File: src/rtl/rr_sel_pkg.sv
// Shared constants and types for the round-robin select sequencer and the downstream 3:1 mux.
package rr_sel_pkg;

  localparam int unsigned DEF_DATA_W = 3;

  localparam logic [1:0] SEL_A    = 2'b00;
  localparam logic [1:0] SEL_B    = 2'b01;
  localparam logic [1:0] SEL_C    = 2'b10;
  localparam logic [1:0] SEL_IDLE = 2'b11;

  typedef enum logic {
    IDLE,
    HOLD
  } state_e;

endpackage

File: src/rtl/rr_slot.sv
// One-entry source buffer: accepts a word when empty, holds it until the arbiter clears it.
module rr_slot #(
  parameter int unsigned DATA_W = 3
) (
  input  logic              clk,
  input  logic              rst,
  input  logic [DATA_W-1:0] in_data,
  input  logic              in_valid,
  output logic              in_ready,
  input  logic              clear,
  output logic              full,
  output logic [DATA_W-1:0] data
);

  logic              full_q;
  logic [DATA_W-1:0] data_q;

  // Ready depends on stored state only, so no path from downstream ready reaches the source.
  assign in_ready = ~full_q;
  assign full     = full_q;
  assign data     = data_q;

  always_ff @(posedge clk or posedge rst) begin
    if (rst) begin
      full_q <= 1'b0;
      data_q <= '0;
    end else if (in_valid && !full_q) begin
      full_q <= 1'b1;
      data_q <= in_data;
    end else if (clear) begin
      full_q <= 1'b0;
    end
  end

endmodule

File: src/rtl/rr_sel_sequencer.sv
// Buffers three source channels and grants them round-robin into a registered sel/data output
// with a valid/ready handshake; drives sel=11 and data=0 when idle.
module rr_sel_sequencer
  import rr_sel_pkg::*;
#(
  parameter int unsigned DATA_W = DEF_DATA_W
) (
  input  logic              clk,
  input  logic              rst,
  input  logic [DATA_W-1:0] a_data,
  input  logic              a_valid,
  output logic              a_ready,
  input  logic [DATA_W-1:0] b_data,
  input  logic              b_valid,
  output logic              b_ready,
  input  logic [DATA_W-1:0] c_data,
  input  logic              c_valid,
  output logic              c_ready,
  output logic [1:0]        out_sel,
  output logic [DATA_W-1:0] out_data,
  output logic              out_valid,
  input  logic              out_ready
);

  logic [DATA_W-1:0] src_data  [3];
  logic [DATA_W-1:0] slot_data [3];
  logic [2:0]        src_valid;
  logic [2:0]        src_ready;
  logic [2:0]        full;
  logic [2:0]        clear;

  assign src_data[0] = a_data;
  assign src_data[1] = b_data;
  assign src_data[2] = c_data;
  assign src_valid   = {c_valid, b_valid, a_valid};
  assign a_ready     = src_ready[0];
  assign b_ready     = src_ready[1];
  assign c_ready     = src_ready[2];

  for (genvar i = 0; i < 3; i++) begin : g_slot
    rr_slot #(
      .DATA_W (DATA_W)
    ) u_slot (
      .clk      (clk),
      .rst      (rst),
      .in_data  (src_data[i]),
      .in_valid (src_valid[i]),
      .in_ready (src_ready[i]),
      .clear    (clear[i]),
      .full     (full[i]),
      .data     (slot_data[i])
    );
  end

  state_e            state_q, state_d;
  logic [1:0]        sel_q, sel_d;
  logic [DATA_W-1:0] data_q, data_d;
  logic [1:0]        last_q, last_d;
  logic [1:0]        winner;
  logic              found;

  // Search starts one past the last grant so every full slot is reached within three grants.
  always_comb begin
    int idx;
    found  = 1'b0;
    winner = SEL_IDLE;
    for (int k = 1; k <= 3; k++) begin
      idx = (int'(last_q) + k) % 3;
      if (!found && full[idx]) begin
        found  = 1'b1;
        winner = 2'(idx);
      end
    end
  end

  always_comb begin
    state_d = state_q;
    sel_d   = sel_q;
    data_d  = data_q;
    last_d  = last_q;
    clear   = '0;
    if (state_q == IDLE || out_ready) begin
      if (found) begin
        state_d       = HOLD;
        sel_d         = winner;
        data_d        = slot_data[winner];
        last_d        = winner;
        clear[winner] = 1'b1;
      end else begin
        state_d = IDLE;
        sel_d   = SEL_IDLE;
        data_d  = '0;
      end
    end
  end

  always_ff @(posedge clk or posedge rst) begin
    if (rst) begin
      state_q <= IDLE;
      sel_q   <= SEL_IDLE;
      data_q  <= '0;
      last_q  <= SEL_C;
    end else begin
      state_q <= state_d;
      sel_q   <= sel_d;
      data_q  <= data_d;
      last_q  <= last_d;
    end
  end

  assign out_valid = (state_q == HOLD);
  assign out_sel   = sel_q;
  assign out_data  = data_q;

endmodule
File: config.mk
export PLATFORM = sky130hd
export DESIGN_NAME = rr_sel_sequencer
export DESIGN_NICKNAME = d
export VERILOG_FILES = /design/src/rtl/rr_sel_pkg.sv /design/src/rtl/rr_slot.sv /design/src/rtl/rr_sel_sequencer.sv
export SDC_FILE = /design/constraint.sdc
export NUM_CORES = 1
export LEC_CHECK = 0
export ABC_AREA = 1
export CORE_MARGIN = 3
export CORE_UTILIZATION = 48
export CTS_BUF_LIST = sky130_fd_sc_hd__clkbuf_4 sky130_fd_sc_hd__clkbuf_8
export DETAILED_ROUTE_END_ITERATION = 10
export HOLD_SLACK_MARGIN = 0.02
export PLACE_DENSITY = 0.78
export RECOVER_POWER = 100
export SLEW_MARGIN = 40
export SYNTH_ARGS = -nofsm -noshare
export SYNTH_HDL_FRONTEND = slang
export SYNTH_HIERARCHICAL = 1
export SYNTH_SLANG_ARGS = --single-unit
File: constraint.sdc
create_clock -name clk -period 1.7 [get_ports clk]
set_clock_uncertainty 0.1 [all_clocks]
set_input_delay 0.34 -clock clk [delete_from_list [all_inputs] [get_ports clk]]
set_output_delay 0.34 -clock clk [all_outputs]
set_load 0.005 [all_outputs]
* Yosys cells after proc, flatten, opt, wreduce, memory -nomap -nowiden
Cells that the tools add are included.
** Storage, ports and cells
- Output and inout port bits :: 9
- RAM bits :: 0
- Bits in registers :: 20
- Bits in read-only memories :: 0
- Memories kept :: 0
- Latch bits :: 0
** Operators by class
- Equality and inequality tests :: 0
- Multiplexer cells :: 31
- $lt $le $gt $ge :: 6
- Add/subtract/negate cells :: 3
- Div/mod/pow operators :: 3
- $mul :: 0
- Reduce and logical (&&, ||, !) cells :: 16
- Bitwise gates (word level) :: 5
- Shift operators :: 0
** Operators with widths (number)
- $lt 32x4->1 const B :: 3
- $mod 32x3->32 const B :: 3
- $mux 1 :: 17
- $mux 3 :: 5
- $mux 2 :: 4
- $add 2x2->3 const B :: 2
- $bmux 1 s2 :: 3
- $bmux 3 s2 :: 1
- $logic_and 1x1->1 :: 6
- $reduce_bool 2->1 :: 3
- $logic_not 1->1 :: 5
- $not 1->1 :: 4
- $add 2x1->3 const B :: 1
- $ge 3x3->1 const B :: 1
- $lt 2x3->1 const B :: 1
- $not 2->3 :: 1
- $demux 1 s2 :: 1
- $ge 2x1->1 const B :: 1
- $reduce_and 2->1 :: 1
- $logic_or 1x1->1 :: 1

* Longest topological paths before layout
- Depth after elaboration :: 20
- Depth in mapped cells :: 13
- Depth with buffers taken out :: 13

* Hierarchy
Netlist, hierarchy kept.
** Modules (own cells, without submodules)
- rr_sel_sequencer :: times used 1, cells each 114, seq. area each 203.9 um2, area each 779.5 um2
- rr_slot :: times used 3, cells each 17, seq. area each 100.1 um2, area each 156.4 um2

* Worst setup path before layout
Ideal clock, no wire load.
- Path type :: reg-to-reg
- From :: register last_q[1]
- To :: register g_slot[1].u_slot.full_q
- Path slack :: -0.166 ns
- Arrival time :: 1.638 ns
- Clock period less this slack :: 1.866 ns
- Path buffers :: 0
- Setup time :: 0.128 ns
- Cell stages (with the launch flop) :: 10
- Cell sequence :: dfstp_2 -> ha_1 -> o21ai_1 -> nand2_4 -> nand3_1 -> nand2_1 -> inv_2 -> nand2_2 -> nor3_1 -> o21ai_0
** Between the ends
- Cells in the longest elaborated chain, start to end :: 19
- Elaborated cells between the ends (all ways) :: 33
- Those cells by class :: add/sub: 3; div: 3; order compare: 2; mux: 19; reduce/logical: 6
** RTL lines
- start, declared :: RTL line rr_sel_sequencer.sv:58 : logic [1:0] last_q, last_d;
- start signal, assigned :: RTL line rr_sel_sequencer.sv:107 : last_q <= last_d;
- $add 2x1->3 :: RTL line rr_sel_sequencer.sv:68 : idx = (int'(last_q) + k) % 3;
- $mod 32x3->32 :: RTL line rr_sel_sequencer.sv:68
- $bmux 1 s2 :: RTL line rr_sel_sequencer.sv:69 : if (!found && full[idx]) begin
- $mux 1 (implied by the code) (2 in series) :: RTL line rr_sel_sequencer.sv:69
- $mux 1 :: RTL line rr_sel_sequencer.sv:69
- $logic_not 1->1 :: RTL line rr_sel_sequencer.sv:69
- $logic_and 1x1->1 :: RTL line rr_sel_sequencer.sv:69
- $mux 1 :: RTL line rr_sel_sequencer.sv:69
- [... 3 more ...]
- $lt 2x3->1 (implied by the code) / $ge 2x1->1 (equally long branches) :: RTL line rr_sel_sequencer.sv:88 : clear[winner] = 1'b1;
- $logic_and 1x1->1 (implied by the code) :: RTL line rr_sel_sequencer.sv:88
- $mux 1 (implied by the code) :: RTL line rr_sel_sequencer.sv:88
- $demux 1 s2 :: RTL line rr_sel_sequencer.sv:88
- $mux 3 (*) :: RTL line rr_sel_sequencer.sv:83 : if (found) begin
- $mux 3 (*) :: RTL line rr_sel_sequencer.sv:82 : if (state_q == IDLE || out_ready) begin
- net clear[1] :: RTL line rr_sel_sequencer.sv:30 : logic [2:0] clear;
- $reduce_bool 2->1 (no source line) (*)
- end signal, assigned :: RTL line rr_slot.sv:25 : full_q <= 1'b0;
- end signal, assigned :: RTL line rr_slot.sv:28 : full_q <= 1'b1;
- end signal, assigned :: RTL line rr_slot.sv:31 : full_q <= 1'b0;
- end, declared :: RTL line rr_slot.sv:15 : logic full_q;
The timed path passes the listed nets; every way through them passes the cells marked *. The select of a mux whose other input is x is not followed.
A chain may end at the register's enable or synchronous reset.

* Final worst setup path
- From :: register last_q[1]
- To :: register g_slot[0].u_slot.full_q
** Between the ends
- Cells in the longest elaborated chain, start to end :: 19
- Elaborated cells between the ends (all ways) :: 33
- Those cells by class :: add/sub: 3; div: 3; order compare: 2; mux: 19; reduce/logical: 6
** RTL lines (RTL line)
- $add 2x1->3 :: rr_sel_sequencer.sv:68
- $mod 32x3->32 :: rr_sel_sequencer.sv:68
- $bmux 1 s2 :: rr_sel_sequencer.sv:69
- $mux 1 (implied by the code) (2 in series) :: rr_sel_sequencer.sv:69
- $mux 1 :: rr_sel_sequencer.sv:69
- $logic_not 1->1 :: rr_sel_sequencer.sv:69
- $logic_and 1x1->1 :: rr_sel_sequencer.sv:69
- $mux 1 :: rr_sel_sequencer.sv:69
- [... 3 more ...]
- $lt 2x3->1 (implied by the code) / $ge 2x1->1 (equally long branches) :: rr_sel_sequencer.sv:88
- $logic_and 1x1->1 (implied by the code) :: rr_sel_sequencer.sv:88
- $mux 1 (implied by the code) :: rr_sel_sequencer.sv:88
- $demux 1 s2 :: rr_sel_sequencer.sv:88
- $mux 3 (*) :: rr_sel_sequencer.sv:83
- $mux 3 (*) :: rr_sel_sequencer.sv:82
- net clear[0] :: rr_sel_sequencer.sv:30
- $reduce_bool 2->1 (no source line) (*)
- end signal, assigned :: rr_slot.sv:25
- end signal, assigned :: rr_slot.sv:28
- end signal, assigned :: rr_slot.sv:31
- end, declared :: rr_slot.sv:15
Marks and branches as above.

==> summary.md <==
| Metric | Value |
|---|---|
| Worst r2r src | last_q[1] |
| Hold-fix buffers, CTS | 0 |
| Average size of a mapped cell | 7.568 µm² |
| CTS Root Buffer Type | clkbuf_4 |
| P&R area growth vs syn | 56.71% |
| Final net count | roughly 240 |
| Final HPWL DP | 2501 µm |
| Synthesized cell area | between 1000 and 1500 µm² |
| Critical path class | register to register |
| Post-Syn Nets | roughly 180 |
| Initial core utilization | 53.37% |
| Vias | 1449 |
| Number of antenna diodes | 0 |
| Grt peak-use layer | met2 |
| Drt pass-1 iters | 4 |
| GPL Wtd Cong | 0.8597 |
| Fill cells | around 130 |
| Drc violations | 0 |
| Worst slew pin tran | around 0.33 ns |
| Global Route met2 Usage | 45.02% |
| Final ANT Viol Nets | 0 |
| Worst min path class | input pin to async pin |
| Fin crit share | 122.6% |
| TritonCTS Sinks | 20 |
| RSZ-0062 raised after global routing | yes |
| Worst-path clk slew | roughly 0.13 ns |
| Ys Warns | 6 |
| Worst R2R Setup Slack | -0.38 ns |
| Row count | 17 |
| Critical Path Start | last_q[1] |
| Worst setup SP type | register |
| Initial drt markers | 97 |
| First-pass GRT wire length | 6210 µm |
| H-Tree Depth | 1 |
| Initial antenna violation count | 0 |
| Die height | 57.01 µm |
| Via density | 5.890 |
| Core Box Area | around 2300 µm² |
| Outcome | finished with violations |
| CTS Buf Count | 3 |
| Post-synthesis register bit count | 20 |
| WL/cell | between 15 and 20 µm |
| Final Max Slew Viols | 0 |
| Maximum fanout along the worst path | 6 |
| GR Layer Usage met1 | between 20 and 30% |
| CP required | between 1.5 and 2 ns |
| Total I/O pin count | 24 |
| Data arrival time of the critical path | approximately 2.2 ns |
| Vias in the first global route | 1389 |
| CTS tree | yes |
| Final Hold Fails | 0 |
| Final min period | 2.085 ns |
| Post-Synthesis Cells | 165 |
| Utilization after layout | 83.64% |
| Critical Path Sink Type | register |
| Setup violations, final | 11 |
| Grt met3 use | 4.751% |
| Post-synthesis cell type count | 22 |
| CTS Buffer Depth | 2 |
| Register area share after synthesis | roughly two fifths |
| Die area | 3250 µm² |
| DIE WIDTH | 57.01 µm |
| Gr ovfl total | 0 |
| Buffers added on ports | 23 |
| Smallest setup slack after layout | -0.3849 ns |
| Failing checks | setup timing |
| Total GRT Usage | between 20% and 30% |
| Layout cell share with drive strength beyond 1 | 37.16% |
| MaxCap Viol Count | 0 |
| Total wire length | between 4000 and 5000 µm |
| Fmax | between 400 and 500 MHz |
| Worst-Skew Late Latency | ~0.31 ns |
| Largest net degree at the start of global routing | 12 |
| Relative slew slack | roughly 78% |
[layer usage]
metal	part of all wire (%)	up-vias	routed length (µm)
met5	0	-	0
met4	4.5	0	195
met3	7.3	26	318
met2	51	93	2216
met1	38	701	1651
li1	-	629	-
[synth_stat cells]
master | n | share of area, %
inv_1 | 21 | 6.3
nand2_4 | 4 | 3.6
nand4_2 | 1 | 1.0
a21oi_1 | 2 | 0.80
inv_4 | 1 | 0.50
o211ai_2 | 1 | 1.0
nor2_8 | 1 | 1.6
nand3_1 | 27 | 11
nand2_1 | 52 | 16
o21ai_0 | 7 | 2.8
inv_2 | 7 | 2.1
nand3_4 | 1 | 1.4
nand4_1 | 1 | 0.50
nor3_1 | 1 | 0.40
nand2_2 | 5 | 2.5
ha_1 | 4 | 4.0
dfstp_2 | 3 | 6.3
dfrtp_1 | 17 | 34
nor2_1 | 4 | 1.2
o21ai_1 | 1 | 0.40
nand3_2 | 3 | 2.4
nand3b_1 | 1 | 0.60
[per-stage QoR]
| stage | hold slack [ns] | instance area, µm² | TNS [ns] | setup slack [ns] | cells |
|---|---|---|---|---|---|
| 2_1_floorplan | 0.006082 | 1290 | -0.3587 | -0.07353 | 165 |
| 3_3_place_gp | 0.3637 | 1645 | -1.371 | -0.2207 | 228 |
| 3_5_place_dp | 0.3662 | 1645 | -1.859 | -0.2797 | 228 |
| 4_1_cts | 0.2151 | 1841 | -1.962 | -0.2318 | 241 |
| 5_1_grt | 0.3207 | 1957 | -3.852 | -0.4362 | 246 |
| 6_report | 0.3131 | 1957 | -3.254 | -0.3849 | 246 |
[worst max-delay path, cell delays in order, from the launching register on]
cell and delay, ns:
dfstp_2 0.60, ha_4 0.23, inv_6 0.07, buf_6 0.12
nand2_1 0.06, nand3_1 0.09, nand2_1 0.10, nand2_2 0.08
nand2_4 0.11, nand2_8 0.09, buf_4 0.16, nor2_4 0.10
o21ai_1 0.06
[kinds of logic after synthesis]
kind of cell	after synthesis	share of synthesized area [%]
buffers and inverters	29	8.919
adders and majority gates	4	4.008
DFF	20	40.38
and+or+nand+nor	101	41.68
AOI/OAI and AO/OA	11	5.009
[final cells by class]
type	instances	area (µm²)	share of cell area (%)
multi-input combinational	116	823.3	42.07
clock buffer	4	36.28	1.854
tap	28	35.03	1.790
inverter	29	123.9	6.330
timing repair buffer	49	431.7	22.06
sequential	20	506.7	25.90
[cells in the final DEF (no fill, tap or decap), types with 2 or more instances in the layout]
| master | count |
|---|---|
| inv_4 | 2 |
| nand2_1 | 46 |
| buf_6 | 4 |
| dlygate4sd3_1 | 3 |
| inv_1 | 19 |
| dlygate4sd2_1 | 4 |
| o21ai_2 | 2 |
| nand3_1 | 21 |
| nand2_4 | 5 |
| nand3_2 | 5 |
| inv_6 | 2 |
| buf_4 | 21 |
| clkbuf_4 | 3 |
| dfrtp_2 | 2 |
| o21ai_1 | 5 |
| dfrtp_1 | 15 |
| nor2_1 | 3 |
| clkdlybuf4s50_1 | 15 |
| nand3_4 | 5 |
| ha_4 | 3 |
| dfstp_2 | 3 |
| nand2_2 | 9 |
| inv_2 | 6 |
[flip-flops by register name, indices dropped and copies added, names as in the netlist]
signal / flops
g_slot.u_slot/data: 9
g_slot.u_slot/full: 3
last_q: 2
out_valid: 1
out_sel: 2
out_data: 3
[repair_timing]
item                                    CTS  global route
setup buffers                             9             5
gates resized for setup                  29            23
pin swaps                                14            15
endpoints found under the setup margin   16            12
[worst paths after layout]
| kind | end | cells after the start |
|---|---|---|
| max in group asynchronous | out_sel[1] | 2 |
| worst max register to register | g_slot[0].u_slot/full | 12 |
| worst min-delay path | g_slot[1].u_slot/data[0] | 2 |
| worst min register to register | g_slot[1].u_slot/data[1] | 2 |
| worst max-delay path | g_slot[0].u_slot/full | 12 |
| min in group clk | g_slot[1].u_slot/data[1] | 2 |
Power is not shown: default switching activity piles up to over one toggle a cycle in this logic, so the estimate is an artifact.
